## config.mk

```make
export PLATFORM = sky130hd
export DESIGN_NAME = video_timing_gen_flat
export DESIGN_NICKNAME = d
export VERILOG_FILES = /design/src/rtl/video_timing_gen_if.sv /design/src/rtl/video_timing_gen.sv /design/src/flat_wrapper.sv
export SDC_FILE = /design/constraint.sdc
export NUM_CORES = 1
export LEC_CHECK = 0
export BUFFER_PORTS_ARGS = -buffer_cell sky130_fd_sc_hd__clkbuf_2
export CAP_MARGIN = 0
export CORE_MARGIN = 2
export CORE_UTILIZATION = 45
export CTS_BUF_LIST = sky130_fd_sc_hd__clkbuf_8
export CTS_CLUSTER_SIZE = 12
export DETAILED_ROUTE_END_ITERATION = 6
export GPL_TIMING_DRIVEN = 0
export PLACE_DENSITY = 0.58
export SETUP_SLACK_MARGIN = 0.02
export SLEW_MARGIN = 20
export SYNTH_ARGS = -nofsm -noshare
export SYNTH_HDL_FRONTEND = slang
export SYNTH_SLANG_ARGS = --single-unit
```

## constraint.sdc

```tcl
create_clock -name clk -period 8.8 [get_ports clk]
set_clock_uncertainty 0.1 [all_clocks]
set_input_delay 0.88 -clock clk [delete_from_list [all_inputs] [get_ports clk]]
set_output_delay 0.88 -clock clk [all_outputs]
set_load 0.005 [all_outputs]
```

## src/rtl/video_timing_gen_if.sv

```systemverilog
// Configuration and raster-timing bundle between the timing generator (slave)
// and whoever programs it and consumes its timing (master).
interface video_timing_gen_if #(
    parameter int HW = 12,
    parameter int VW = 11
);
    logic          ce;
    logic          cfg_wr;
    logic [2:0]    cfg_sel;
    logic [HW-1:0] cfg_data;
    logic          cfg_commit;
    logic          cfg_pending;
    logic [HW-1:0] hcnt;
    logic [VW-1:0] vcnt;
    logic          hsync;
    logic          vsync;
    logic          de;
    logic          sof;
    logic          eol;

    modport master (
        output ce, cfg_wr, cfg_sel, cfg_data, cfg_commit,
        input  cfg_pending, hcnt, vcnt, hsync, vsync, de, sof, eol
    );

    modport slave (
        input  ce, cfg_wr, cfg_sel, cfg_data, cfg_commit,
        output cfg_pending, hcnt, vcnt, hsync, vsync, de, sof, eol
    );
endinterface

```

## src/rtl/video_timing_gen.sv

```systemverilog
// Runtime-programmable raster timing generator; new timing is applied only at frame wrap.
// Optional FRAME_CNT_EN adds a 16-bit frame counter output.
module video_timing_gen #(
    parameter int HW       = 12,
    parameter int VW       = 11,
    parameter int H_SYNC   = 44,
    parameter int H_BP     = 148,
    parameter int H_ACTIVE = 1920,
    parameter int H_TOTAL  = 2200,
    parameter int V_SYNC   = 5,
    parameter int V_BP     = 36,
    parameter int V_ACTIVE = 1080,
    parameter int V_TOTAL  = 1125,
    parameter int HS_POL   = 1,
    parameter int VS_POL   = 1
) (
    input  logic              clk,
    input  logic              reset,
`ifdef FRAME_CNT_EN
    output logic [15:0]       frame_cnt,
`endif
    video_timing_gen_if.slave vif
);
    localparam logic HS_L = (HS_POL != 0);
    localparam logic VS_L = (VS_POL != 0);

    // Index 0..3 = sync, back porch, active, total (same order for H and V).
    function automatic logic [HW-1:0] h_default(input int idx);
        case (idx)
            0:       return HW'(H_SYNC);
            1:       return HW'(H_BP);
            2:       return HW'(H_ACTIVE);
            default: return HW'(H_TOTAL);
        endcase
    endfunction

    function automatic logic [VW-1:0] v_default(input int idx);
        case (idx)
            0:       return VW'(V_SYNC);
            1:       return VW'(V_BP);
            2:       return VW'(V_ACTIVE);
            default: return VW'(V_TOTAL);
        endcase
    endfunction

    logic [HW-1:0] h_pend_reg [4];
    logic [VW-1:0] v_pend_reg [4];
    logic [HW-1:0] h_act_reg  [4];
    logic [VW-1:0] v_act_reg  [4];
    logic [HW-1:0] h_act_next [4];
    logic [VW-1:0] v_act_next [4];

    logic          cfg_pending_reg;
    logic [HW-1:0] hcnt_reg, hcnt_next;
    logic [VW-1:0] vcnt_reg, vcnt_next;
    logic          hsync_reg, vsync_reg, de_reg, sof_reg, eol_reg;
    logic          hsync_next, vsync_next, de_next, sof_next, eol_next;
    logic          at_eol, at_eof, wrap, apply;
    logic [HW-1:0] h_act_start, h_act_end;
    logic [VW-1:0] v_act_start, v_act_end;

    assign at_eol = (hcnt_reg == h_act_reg[3] - 1'b1);
    assign at_eof = at_eol && (vcnt_reg == v_act_reg[3] - 1'b1);
    assign wrap   = vif.ce && at_eof;
    // A commit arriving in the wrap cycle itself takes effect at that wrap.
    assign apply  = wrap && (cfg_pending_reg || vif.cfg_commit);

    genvar gi;
    generate
        for (gi = 0; gi < 4; gi++) begin : g_cfg
            // Pending writes ignore ce; apply reads the pre-write value.
            always_ff @(posedge clk or negedge reset) begin
                if (!reset) begin
                    h_pend_reg[gi] <= h_default(gi);
                    v_pend_reg[gi] <= v_default(gi);
                end else if (vif.cfg_wr) begin
                    if (vif.cfg_sel == 3'(gi))
                        h_pend_reg[gi] <= vif.cfg_data;
                    if (vif.cfg_sel == 3'(gi + 4))
                        v_pend_reg[gi] <= vif.cfg_data[VW-1:0];
                end
            end

            always_ff @(posedge clk or negedge reset) begin
                if (!reset) begin
                    h_act_reg[gi] <= h_default(gi);
                    v_act_reg[gi] <= v_default(gi);
                end else if (apply) begin
                    h_act_reg[gi] <= h_pend_reg[gi];
                    v_act_reg[gi] <= v_pend_reg[gi];
                end
            end

            assign h_act_next[gi] = apply ? h_pend_reg[gi] : h_act_reg[gi];
            assign v_act_next[gi] = apply ? v_pend_reg[gi] : v_act_reg[gi];
        end
    endgenerate

    always_comb begin
        hcnt_next = hcnt_reg + 1'b1;
        vcnt_next = vcnt_reg;
        if (at_eol) begin
            hcnt_next = '0;
            vcnt_next = at_eof ? '0 : vcnt_reg + 1'b1;
        end
    end

    // Decode from next counts and next timing set so outputs line up with the counters.
    always_comb begin
        h_act_start = h_act_next[0] + h_act_next[1];
        h_act_end   = h_act_start + h_act_next[2];
        v_act_start = v_act_next[0] + v_act_next[1];
        v_act_end   = v_act_start + v_act_next[2];
        hsync_next  = (hcnt_next < h_act_next[0]) ? HS_L : ~HS_L;
        vsync_next  = (vcnt_next < v_act_next[0]) ? VS_L : ~VS_L;
        de_next     = (hcnt_next >= h_act_start) && (hcnt_next < h_act_end) &&
                      (vcnt_next >= v_act_start) && (vcnt_next < v_act_end);
        sof_next    = (hcnt_next == '0) && (vcnt_next == '0);
        eol_next    = (hcnt_next == h_act_next[3] - 1'b1);
    end

    always_ff @(posedge clk or negedge reset) begin
        if (!reset) begin
            hcnt_reg  <= '0;
            vcnt_reg  <= '0;
            hsync_reg <= HS_L;
            vsync_reg <= VS_L;
            de_reg    <= 1'b0;
            sof_reg   <= 1'b1;
            eol_reg   <= 1'b0;
        end else if (vif.ce) begin
            hcnt_reg  <= hcnt_next;
            vcnt_reg  <= vcnt_next;
            hsync_reg <= hsync_next;
            vsync_reg <= vsync_next;
            de_reg    <= de_next;
            sof_reg   <= sof_next;
            eol_reg   <= eol_next;
        end
    end

    always_ff @(posedge clk or negedge reset) begin
        if (!reset)
            cfg_pending_reg <= 1'b0;
        else if (apply)
            cfg_pending_reg <= 1'b0;
        else if (vif.cfg_commit)
            cfg_pending_reg <= 1'b1;
    end

`ifdef FRAME_CNT_EN
    logic [15:0] frame_cnt_reg;

    always_ff @(posedge clk or negedge reset) begin
        if (!reset)
            frame_cnt_reg <= '0;
        else if (wrap)
            frame_cnt_reg <= frame_cnt_reg + 16'd1;
    end

    assign frame_cnt = frame_cnt_reg;
`endif

    assign vif.cfg_pending = cfg_pending_reg;
    assign vif.hcnt        = hcnt_reg;
    assign vif.vcnt        = vcnt_reg;
    assign vif.hsync       = hsync_reg;
    assign vif.vsync       = vsync_reg;
    assign vif.de          = de_reg;
    assign vif.sof         = sof_reg;
    assign vif.eol         = eol_reg;
endmodule

```

## src/flat_wrapper.sv

```systemverilog
// flat-port wrapper written by rule: the top's interface ports become plain ports
module video_timing_gen_flat 
#(
    parameter int HW       = 12,
    parameter int VW       = 11,
    parameter int H_SYNC   = 44,
    parameter int H_BP     = 148,
    parameter int H_ACTIVE = 1920,
    parameter int H_TOTAL  = 2200,
    parameter int V_SYNC   = 5,
    parameter int V_BP     = 36,
    parameter int V_ACTIVE = 1080,
    parameter int V_TOTAL  = 1125,
    parameter int HS_POL   = 1,
    parameter int VS_POL   = 1
)
  (clk, reset, vif_ce, vif_cfg_wr, vif_cfg_sel, vif_cfg_data, vif_cfg_commit, vif_cfg_pending, vif_hcnt, vif_vcnt, vif_hsync, vif_vsync, vif_de, vif_sof, vif_eol);
  video_timing_gen_if #(.HW(HW), .VW(VW)) vif_i ();
  input  logic clk;
  input  logic reset;
  input wire logic [$bits(vif_i.ce)-1:0] vif_ce;
  input wire logic [$bits(vif_i.cfg_wr)-1:0] vif_cfg_wr;
  input wire logic [$bits(vif_i.cfg_sel)-1:0] vif_cfg_sel;
  input wire logic [$bits(vif_i.cfg_data)-1:0] vif_cfg_data;
  input wire logic [$bits(vif_i.cfg_commit)-1:0] vif_cfg_commit;
  output wire logic [$bits(vif_i.cfg_pending)-1:0] vif_cfg_pending;
  output wire logic [$bits(vif_i.hcnt)-1:0] vif_hcnt;
  output wire logic [$bits(vif_i.vcnt)-1:0] vif_vcnt;
  output wire logic [$bits(vif_i.hsync)-1:0] vif_hsync;
  output wire logic [$bits(vif_i.vsync)-1:0] vif_vsync;
  output wire logic [$bits(vif_i.de)-1:0] vif_de;
  output wire logic [$bits(vif_i.sof)-1:0] vif_sof;
  output wire logic [$bits(vif_i.eol)-1:0] vif_eol;
  assign vif_i.ce = vif_ce;
  assign vif_i.cfg_wr = vif_cfg_wr;
  assign vif_i.cfg_sel = vif_cfg_sel;
  assign vif_i.cfg_data = vif_cfg_data;
  assign vif_i.cfg_commit = vif_cfg_commit;
  assign vif_cfg_pending = vif_i.cfg_pending;
  assign vif_hcnt = vif_i.hcnt;
  assign vif_vcnt = vif_i.vcnt;
  assign vif_hsync = vif_i.hsync;
  assign vif_vsync = vif_i.vsync;
  assign vif_de = vif_i.de;
  assign vif_sof = vif_i.sof;
  assign vif_eol = vif_i.eol;
  video_timing_gen #(.HW(HW), .VW(VW), .H_SYNC(H_SYNC), .H_BP(H_BP), .H_ACTIVE(H_ACTIVE), .H_TOTAL(H_TOTAL), .V_SYNC(V_SYNC), .V_BP(V_BP), .V_ACTIVE(V_ACTIVE), .V_TOTAL(V_TOTAL), .HS_POL(HS_POL), .VS_POL(VS_POL)) u_core (.clk(clk), .reset(reset), .vif(vif_i));
endmodule
```

After elaboration in Yosys (flattened, before gate mapping)
Index checks and enable logic that the tools add are counted. Widths: inputs -> output; s select.

Flip-flop bits (word level): 213. Output and inout bits: 29. Word-level logic and storage cells: 83.

$add $sub $neg: 9. Magnitude comparators: 6. Equal/unequal tests: 10. Multiplexer cells: 14. Reductions and logical operators: 20.

Operators with widths (number): $mux 12 (5); $mux 11 (5); $add 12x12->12 (2); $eq 12x12->1 (2); $lt 12x12->1 (2); $sub 12x1->12 const B (2); $add 11x11->11 (2); $lt 11x11->1 (2); $reduce_and 2->1 (8); $add 12x1->12 const B (1); $eq 3x3->1 const B (4); $ge 12x12->1 (1); $logic_not 12->1 (1); $add 11x1->11 const B (1); $eq 11x11->1 (1); $ge 11x11->1 (1); $logic_not 11->1 (1); $sub 11x1->11 const B (1); $logic_and 1x1->1 (7); $eq 3x2->1 const B (2); $mux 1 (4); $eq 3x1->1 const B (1); $logic_not 3->1 (1); $reduce_bool 2->1 (1); $logic_or 1x1->1 (1).

Logic depth before layout (Yosys ltp)
Gate-level depths: netlist of run 1.

Depth after elaboration: 12. Depth in mapped cells: 40. Gate-level depth less buffers: 35.

Worst setup path after synthesis of run 1
OpenSTA, ideal clock, no wires.

Path type: register to register. Start: register u_core.v_act_reg[1] in the netlist's numbering. End: register u_core.de_reg (netlist: u_core.vif.de). Arrival time: 7500 ps. Slack: 1090 ps. Cell stages (with the launch flop): 40. Path buffers: 4. Period minus slack after synthesis: 7710 ps. Cell sequence: dfrtp_1 -> inv_1 -> ha_1 -> or4b_4 -> nor3b_2 -> xnor2_1 -> a2111o_1 -> or3_4 -> nor2_8 -> buf_4 -> buf_2 -> buf_2 -> buf_2 -> mux2i_1 -> inv_1 -> ha_1 -> and2_1 -> nand2b_1 -> [... 4 more ...] -> inv_1 -> o21bai_1 -> a21oi_1 -> o21bai_1 -> a21oi_1 -> o21ai_0 -> a21o_1 -> a21oi_1 -> xnor2_1 -> xor2_1 -> ha_1 -> a22oi_1 -> o21ai_0 -> nor4_1 -> o221ai_1 -> a221oi_1 -> o211ai_1 -> o41ai_1.

RTL lines: start, declared (line video_timing_gen.sv:49) `logic [VW-1:0] v_act_reg [4];`; start signal, assigned by index (line video_timing_gen.sv:87) `v_act_reg[gi] <= v_default(gi);`; start signal, assigned by index (line video_timing_gen.sv:90) `v_act_reg[gi] <= v_pend_reg[gi];`; end signal, assigned (line video_timing_gen.sv:136) `de_reg <= de_next;`; end, declared (line video_timing_gen.sv:56) `logic hsync_reg, vsync_reg, de_reg, sof_reg, eol_reg;`.

==> flow_summary.json, run 1 <==
{
  "final_nets": 1568,
  "place_area_um2": 13900,
  "synthArstFlopShare": 1.00,
  "max_cap_violations": 0,
  "powerDensity_nw_per_um2": 205,
  "endpoint_kind": "flip-flop",
  "fillers": 2709,
  "outcome": "completed",
  "die_h_um": 175,
  "final_design_area_no_fill_um2": 14900,
  "firstDrtPassIters": 7,
  "synth-edff-count": 0,
  "core_um2": 28700,
  "grt_max_degree": 79,
  "critPathMaxFanout": 10,
  "fin_setup_tns_ps": 0,
  "synthesis.area_um2": 13100,
  "grt_use_total": 0.243,
  "grt_antenna_before_repair": 0,
  "avgRoutedWirePerCell_um": 19.8,
  "synth_top_family_by_area": "simple AND/OR/NAND/NOR gates",
  "clk_latency_ps": 550,
  "cts_htree_levels": 2,
  "clkTransAtPathRegs_ps": 70,
  "start_kind": "flip-flop",
  "vias": 10000,
  "initial_core_util": 0.458,
  "max_freq_ghz": 0.121,
  "crit_top_cell": "a21oi_1",
  "critPathMaxStageDelay_ps": 440,
  "io_buffers": 48,
  "tightest_slew_ps": 1040,
  "grt_pass1_wl_um": 56900,
  "ys_ff_latch": 213,
  "crit_type": "reg2reg",
  "hp-class": "in2async",
  "yosys.area_share.simple": 0.153,
  "finalWeightedCongestion": 0.894,
  "ys_types": 71,
  "synth_fp_nets": 1475,
  "cts_tree": "built",
  "root_buffer": "clkbuf_8",
  "reg2reg_from": "u_core.h_act_reg[0]",
  "grt_pass1_vias": 9816,
  "ir_drop_uv": 76.2,
  "die_area_um2": 30600,
  "synthCells": 1337,
  "min_period_ps": 8270,
  "synth_compound_area_frac": 0.0980,
  "yosys.area_share.xor_xnor": 0.0780,
  "drc": 0,
  "cts_sinks": 213,
  "cellLeakagePower_nw": 7.26,
  "area_growth_pct": 13.1,
  "synthAdderAreaFrac": 0.115,
  "synth_warnings": 0,
  "hold_viol": 0,
  "grt.overflow.total": 0,
  "die_w_um": 175,
  "finalCritPeriodShare": 0.940,
  "p_total_mw": 3.05,
  "dp_hpwl_um": 26600,
  "numCtsBuffers": 39,
  "reg2reg_slack_ps": 530,
  "slew_violations": 0,
  "setup.worst_path.start": "u_core.h_act_reg[0]",
  "setup_viol": 0,
  "wirelength_um": 36600,
  "placementRows": 62,
  "cp.required_ps": 9140,
  "antenna_left": 0,
  "slew_headroom": 0.303,
  "io_pins": 49,
  "synth_mux_area_frac": 0.110,
  "drt-initial-drc-count": 570,
  "diodes": 0,
  "routed_via_density": 5.42,
  "arrival_ps": 8610,
  "yosysSeqAreaShare": 0.411,
  "synth-main-ff-cell": "dfrtp_1",
  "cp_slowest_cell": "dfrtp_1",
  "syn_area_per_cell_um2": 9.83,
  "clockBufferDepth": 3,
  "layout-drive-gt1-share": 0.224
}
routing by layer:
layer	track usage	part of all wire	vias to the layer above
li1	-	-	4822
met5	0	0	-
met2	0.386	0.46	227
met1	0.340	0.47	4892
met4	0.0799	0.029	0
met3	0.0387	0.045	62
cell families (layout without fill, tap and decap cells):
family,after synthesis,after routing
simple gates,442,442
flops,213,213
compound gates,198,198
mux,130,130
buf+inv,119,243
fa+ha+maj,118,118
xor+xnor,117,117
cells in the mapped netlist, types with 6 or more instances:
master / n / area (um2)
nand4_1: 10 / 62.6
clkbuf_1: 33 / 124
and3_1: 10 / 62.6
nor2b_1: 7 / 43.8
or3_1: 6 / 37.5
o21ai_0: 33 / 165
mux2i_1: 13 / 130
xnor2_1: 66 / 578
mux2_2: 117 / 1320
nand3_1: 18 / 90.1
buf_1: 6 / 22.5
a21oi_1: 62 / 310
xor2_1: 51 / 447
ha_1: 114 / 1430
nand2_1: 261 / 980
a211oi_1: 9 / 67.6
a21o_1: 25 / 188
o21bai_1: 14 / 105
dfstp_2: 57 / 1500
inv_1: 71 / 267
o211ai_1: 7 / 52.6
nor4_1: 10 / 62.6
dfrtp_1: 156 / 3900
nand2b_1: 9 / 56.3
nor3_1: 24 / 120
buf_2: 8 / 40.0
nor2_1: 54 / 203
a31oi_1: 10 / 62.6
cells in the final DEF, fill, tap and decap left out, types with 4 or more instances in the layout:
cell type / n
a21o_1: 25
clkbuf_1: 24
a21boi_0: 5
or3_1: 6
o21a_1: 5
a31oi_1: 10
nor3_1: 23
a21oi_1: 61
clkbuf_8: 49
o21bai_1: 14
fa_1: 4
nand2_1: 260
nand2b_1: 9
clkinv_2: 8
buf_1: 5
nor4_1: 10
and3_1: 10
nand4_1: 10
and2_1: 5
mux2i_1: 12
nand3_1: 18
clkbuf_2: 51
buf_2: 6
nor2_1: 54
nor2b_1: 7
dfrtp_1: 156
o21ai_0: 32
nor3b_1: 4
o211ai_1: 7
ha_1: 112
inv_1: 83
mux2_2: 117
xnor2_1: 66
dfstp_2: 57
buf_4: 6
xor2_1: 50
a211oi_1: 9
metrics by stage:
stage               cells  setup slack, ps  utilization  hold WS, ps
floorplan            1337             1090            -          337
global placement     1769             -781        0.483          343
detailed placement   1771             -862        0.485          347
CTS                  1842             76.2        0.515          204
global route         1845            -5.98        0.518          234
finish               1845              529        0.518          208
final timing paths:
kind,endpoint,depth (start not counted)
max,u_core.vif.de,36
min in group clk,u_core.v_act_reg[6],2
min reg2reg,u_core.v_act_reg[6],2
min,u_core.v_act_reg[41],1
max in group asynchronous,u_core.h_pend_reg[38],3
max reg2reg,u_core.vif.de,36
worst max-delay path, delay by kind of cell, from the launching register on:
kind / cells / cell delay [ps]
AO/OA/AOI/OAI: 17 / 3430
XOR/XNOR: 3 / 490
adder cells (fa/ha/maj): 5 / 1470
buffers and inverters: 5 / 950
flip-flops: 1 / 440
AND/OR/NAND/NOR: 6 / 1260
power breakdown:
part	switching [mW]	internal (mW)	total, mW
clock network	0.442	0.555	0.997
registers	0.0970	1.14	1.23
logic	0.453	0.366	0.819
total	0.992	2.06	3.05
area by class of cell:
cell class,count,area [um2],area share
Sequential cell,213,5400,0.363
Clock inverter,24,161,0.0109
Multi-Input combinational cell,1005,7330,0.493
Timing Repair Buffer,54,334,0.0225
Tap cell,384,480,0.0323
Buffer,46,239,0.0161
Inverter,71,267,0.0179
Clock buffer,48,661,0.0444
timing repair:
action / 4_1_cts / 5_1_grt
hold buffers: 0 / 0
pin swaps: 0 / 2
resized for setup: 14 / 32
cloned: 0 / 0
setup buffers: 0 / 4
endpoints found under the setup margin: 1 / 1
(Power assumes the default switching activity.)
==> run 2: changes to the inputs <==
--- a/config.mk
+++ b/config.mk
@@ -12,7 +12,6 @@
 export CTS_BUF_LIST = sky130_fd_sc_hd__clkbuf_8
 export CTS_CLUSTER_SIZE = 12
 export DETAILED_ROUTE_END_ITERATION = 6
-export GPL_TIMING_DRIVEN = 0
 export PLACE_DENSITY = 0.58
 export SETUP_SLACK_MARGIN = 0.02
 export SLEW_MARGIN = 20
==> run 2 against run 1 <==
Compared with the run above: sequential cell count unchanged; utilization decreased by 0.54 points; cell area decreased by 1.1%; cell count decreased by 1.8%; largest cell class unchanged; critical path depth decreased by 4; critical path type unchanged; setup slack improved by 240 ps; largest power group unchanged; die area unchanged.
==> flow_summary.json, run 2 (synthesis results as in run 1) <==
{
  "outcome": "completed",
  "hold_viol": 0,
  "start_kind": "flip-flop",
  "clkTransAtPathRegs_ps": 60,
  "critPathMaxFanout": 32,
  "tightest_slew_ps": 993,
  "firstDrtPassIters": 7,
  "cp.required_ps": 9130,
  "grt_pass1_wl_um": 54200,
  "finalWeightedCongestion": 0.872,
  "cellLeakagePower_nw": 7.22,
  "crit_type": "reg2reg",
  "setup_viol": 0,
  "critPathMaxStageDelay_ps": 520,
  "fillers": 2717,
  "critPathTopFamily": "compound AO/OA/AOI/OAI gates",
  "layout-drive-gt1-share": 0.221,
  "placed_cells": 1738,
  "seq_area_um2": 5400,
  "die_h_um": 175,
  "fin_setup_tns_ps": 0,
  "min_period_ps": 8030,
  "cp_slowest_cell": "or4b_4",
  "final_cell_mix": "nand2_1, dfrtp_1, mux2_2, ha_1, inv_1",
  "cts_sinks": 213,
  "crit_top_cell": "ha_1",
  "placementRows": 62,
  "root_buffer": "clkbuf_8",
  "final_nets": 1534,
  "routed_via_density": 5.36,
  "instances_no_fill": 1812,
  "die_area_um2": 30600,
  "grt_max_degree": 136,
  "final_design_area_no_fill_um2": 14700,
  "max_freq_ghz": 0.125,
  "initial_core_util": 0.458,
  "numCtsBuffers": 39,
  "vias": 9710,
  "rsz0062_at_grt": "no",
  "ir_drop_uv": 88.3,
  "holdBufCountCts": 0,
  "finalCritPeriodShare": 0.912,
  "io_pins": 49,
  "place_area_um2": 13800,
  "grt_pass1_vias": 9896,
  "dp_hpwl_um": 24200,
  "slew_violations": 0,
  "avgRoutedWirePerCell_um": 18.7,
  "wirelength_um": 33900,
  "antenna_left": 0,
  "drc": 0,
  "multiInputGateArea_um2": 7310,
  "area_growth_pct": 11.9,
  "core_um2": 28700,
  "grt.overflow.total": 0,
  "cts_tree": "built",
  "endpoint_kind": "flip-flop",
  "powerDensity_nw_per_um2": 209,
  "clockBufferDepth": 3,
  "max_cap_violations": 0,
  "drt-initial-drc-count": 573,
  "die_w_um": 175,
  "grt_use_total": 0.226,
  "path_buf_inv": 3,
  "arrival_ps": 8360,
  "grt_antenna_before_repair": 0,
  "hp-class": "in2async",
  "cts_htree_levels": 2,
  "clk_latency_ps": 540,
  "layout_commonest_cell": "nand2_1",
  "io_buffers": 48,
  "timing.hold.ws_ps": 192,
  "slew_headroom": 0.335
}
[run 2: cell types whose count changed in the layout (fill, tap and decap cells not counted), moves of 2 or more]
cell      previous run  this run
ha_1               112       114
buf_2                6         0
nor3b_2              1         3
nor3b_1              4         2
buf_4                6        15
inv_1               83        86
clkbuf_8            49        51
buf_1                5         0
clkbuf_2            51        47
clkbuf_1            24         0
clkinv_2             8         2
ha_2                 2         0
[run 2: cell type report]
cell class,count,area share
Inverter,71,0.0181
Clock buffer,51,0.0477
Multi-Input combinational cell,1005,0.497
Tap cell,384,0.0327
Sequential cell,213,0.367
Antenna cell,1,0.000170
Timing Repair Buffer,66,0.0281
Clock inverter,21,0.00969
[run 2: path summary, 6_finish.rpt]
kind                                            from                     to  slack (ps)  cells past startpoint
max in group asynchronous                      reset   u_core.h_act_reg[14]        7220                      2
worst min register to register  u_core.v_pend_reg[5]    u_core.v_act_reg[5]         360                      2
worst max register to register   u_core.v_act_reg[1]          u_core.vif.de         770                     32
min in group clk                u_core.v_pend_reg[5]    u_core.v_act_reg[5]         360                      2
worst max-delay path             u_core.v_act_reg[1]          u_core.vif.de         770                     32
worst min-delay path                           reset  u_core.v_pend_reg[38]         190                      1
[run 2: through the flow]
stage | util | power, mW | setup slack (ps)
2_1_floorplan | - | 1.79 | 1090
3_3_place_gp | 0.482 | 2.06 | 916
3_5_place_dp | 0.482 | 2.08 | 631
4_1_cts | 0.511 | 3.10 | 659
5_1_grt | 0.513 | 3.26 | 154
6_report | 0.513 | 3.07 | 771
[run 2: layer usage]
layer / vias to the layer above / share of wire / track usage / routed length [um]
met2: 174 / 0.45 / 0.362 / 15300
li1: 4745 / - / - / -
met4: 0 / 0.033 / 0.0830 / 1110
met1: 4736 / 0.48 / 0.313 / 16300
met5: - / 0 / 0 / 0
met3: 55 / 0.033 / 0.0322 / 1120
[run 2: power by group]
part	internal [mW]	leakage, nW	switching [mW]
Clock	0.579	0.487	0.427
Sequential	1.14	2.60	0.112
Combinational	0.371	4.12	0.442
[run 2: what timing repair did]
| item | in CTS | in global routing |
|---|---|---|
| setup endpoints to repair | 0 | 1 |
| resized for setup | 0 | 1 |
| hold endpoints to repair | 0 | 0 |
| setup buffers | 0 | 0 |
==> run 3: changes to the inputs <==
--- a/config.mk
+++ b/config.mk
@@ -7,6 +7,7 @@
 export LEC_CHECK = 0
 export BUFFER_PORTS_ARGS = -buffer_cell sky130_fd_sc_hd__clkbuf_2
 export CAP_MARGIN = 0
+export CORE_ASPECT_RATIO = 1.4
 export CORE_MARGIN = 2
 export CORE_UTILIZATION = 45
 export CTS_BUF_LIST = sky130_fd_sc_hd__clkbuf_8
==> run 3 against run 2 <==
Compared with the run above: sequential power hardly changed; global-route usage increased by 0.88 points; largest power group unchanged; via count is 0.11% higher; power increased by 0.52%; clock power is essentially flat; cell count is essentially flat; sequential cell count unchanged; utilization decreased by 0.47 points; sequential share of layout area is essentially flat; maximum frequency increased by 0.78%.
==> flow_summary.json, run 3 (synthesis results as in run 1) <==
{
  "instances_no_fill": 1811,
  "finalCritPeriodShare": 0.905,
  "cts_setup_buffers": 0,
  "hp-class": "in2async",
  "min_period_ps": 7970,
  "final_cell_mix": "nand2_1, dfrtp_1, mux2_2, ha_1, inv_1",
  "hold_viol": 0,
  "slew_violations": 0,
  "fillers": 2726,
  "r2r-end": "u_core.vif.de",
  "max_cap_violations": 0,
  "arrival_ps": 8300,
  "layout_setup_ws_ps": 833,
  "critPathMaxStageDelay_ps": 550,
  "grt_antenna_before_repair": 1,
  "cellLeakagePower_nw": 7.23,
  "placementRows": 74,
  "routed_via_density": 5.37,
  "place_area_um2": 13900,
  "numCtsBuffers": 38,
  "drt-initial-drc-count": 507,
  "rsz0062_at_grt": "no",
  "placed_cells": 1741,
  "dp_hpwl_um": 25600,
  "tightest_slew_ps": 944,
  "outcome": "completed",
  "setup_viol": 0,
  "grt_use_total": 0.235,
  "timing.hold.ws_ps": 241,
  "powerDensity_nw_per_um2": 209,
  "die_h_um": 206,
  "dp_slack_ps": 838,
  "drc": 0,
  "cts_tree": "built",
  "final_design_area_no_fill_um2": 14700,
  "cp_slowest_cell": "or4b_1",
  "area_growth_pct": 12.0,
  "swShare": 0.322,
  "layout_commonest_cell": "nand2_1",
  "fin_setup_tns_ps": 0,
  "clk_latency_ps": 570,
  "final_core_utilization": 0.508,
  "grt_max_degree": 97,
  "io_buffers": 48,
  "ir_drop_uv": 135,
  "p_total_mw": 3.08,
  "seq_power_share": 0.406,
  "max_freq_ghz": 0.126,
  "switchingPower_mw": 0.992,
  "firstDrtPassIters": 5,
  "reg2reg_slack_ps": 830,
  "die_area_um2": 30600,
  "grt_pass1_vias": 9735,
  "avgRoutedWirePerCell_um": 19.3,
  "reg2reg_from": "u_core.h_act_reg[0]",
  "grt.overflow.total": 0,
  "p_int_mw": 2.09,
  "grt_pass1_wl_um": 55200,
  "multiInputGateArea_um2": 7310,
  "vias": 9721,
  "antenna_left": 0,
  "initial_core_util": 0.454,
  "wirelength_um": 34900,
  "critPathMaxFanout": 27,
  "power_frac_clock": 0.329,
  "io_pins": 49,
  "diodes": 0,
  "root_buffer": "clkbuf_8",
  "layout-drive-gt1-share": 0.224,
  "endpoint_kind": "flip-flop",
  "cp.required_ps": 9140,
  "die_w_um": 148,
  "core_um2": 29000,
  "holdBufCountCts": 0,
  "slew_headroom": 0.368,
  "cts_sinks": 213,
  "finalWeightedCongestion": 0.906,
  "start_kind": "flip-flop",
  "clkTransAtPathRegs_ps": 60,
  "crit_type": "reg2reg",
  "clockBufferDepth": 3,
  "comb_power_share": 0.265,
  "seq_area_um2": 5400,
  "final_nets": 1539,
  "cts_resized": 0,
  "cts_htree_levels": 2,
  "r2r_cells": 34
}
==> run 3: worst max path at each step <==
stage	end	start	cells after the start
6_report	u_core.vif.de	u_core.h_act_reg[0]	34
5_1_grt	u_core.vif.de	u_core.v_act_reg[1]	32
4_1_cts	u_core.vif.de	u_core.h_act_reg[0]	34
3_5_place_dp	u_core.vif.de	u_core.v_act_reg[1]	34
3_3_place_gp	u_core.vif.de	u_core.h_act_reg[0]	34
2_1_floorplan	u_core.vif.de	u_core.v_act_reg[1]	39
==> run 3: critical path: cells and delay by family, from the launching register on <==
kind	cells	cell delay [ps]
compound gates	18	3430
buf+inv	3	630
simple gates	6	1580
fa+ha+maj	4	1100
flops	1	460
xor+xnor	3	520
==> run 3: final cells by class <==
cell class | count | area share
Tap cell | 380 | 0.0323
Clock buffer | 48 | 0.0449
Multi-Input combinational cell | 1005 | 0.496
Inverter | 71 | 0.0181
Sequential cell | 213 | 0.367
Clock inverter | 22 | 0.0122
Timing Repair Buffer | 72 | 0.0292
==> run 3: power groups by stage <==
stage | registers (mW) | clock network [mW] | logic [mW]
2_1_floorplan | 1.22 | 0 | 0.568
3_3_place_gp | 1.26 | 0 | 0.803
3_5_place_dp | 1.27 | 0 | 0.812
4_1_cts | 1.25 | 1.04 | 0.818
5_1_grt | 1.27 | 1.09 | 0.912
6_report | 1.25 | 1.01 | 0.818
==> run 3: routing by layer <==
| metal | routed length [um] | vias up | part of all wire | track usage |
|---|---|---|---|---|
| li1 | - | 4750 | - | - |
| met1 | 15000 | 4741 | 0.43 | 0.295 |
| met2 | 17600 | 171 | 0.50 | 0.415 |
| met3 | 1140 | 59 | 0.033 | 0.0329 |
| met4 | 1170 | 0 | 0.034 | 0.0827 |
| met5 | 0 | - | 0 | 0 |
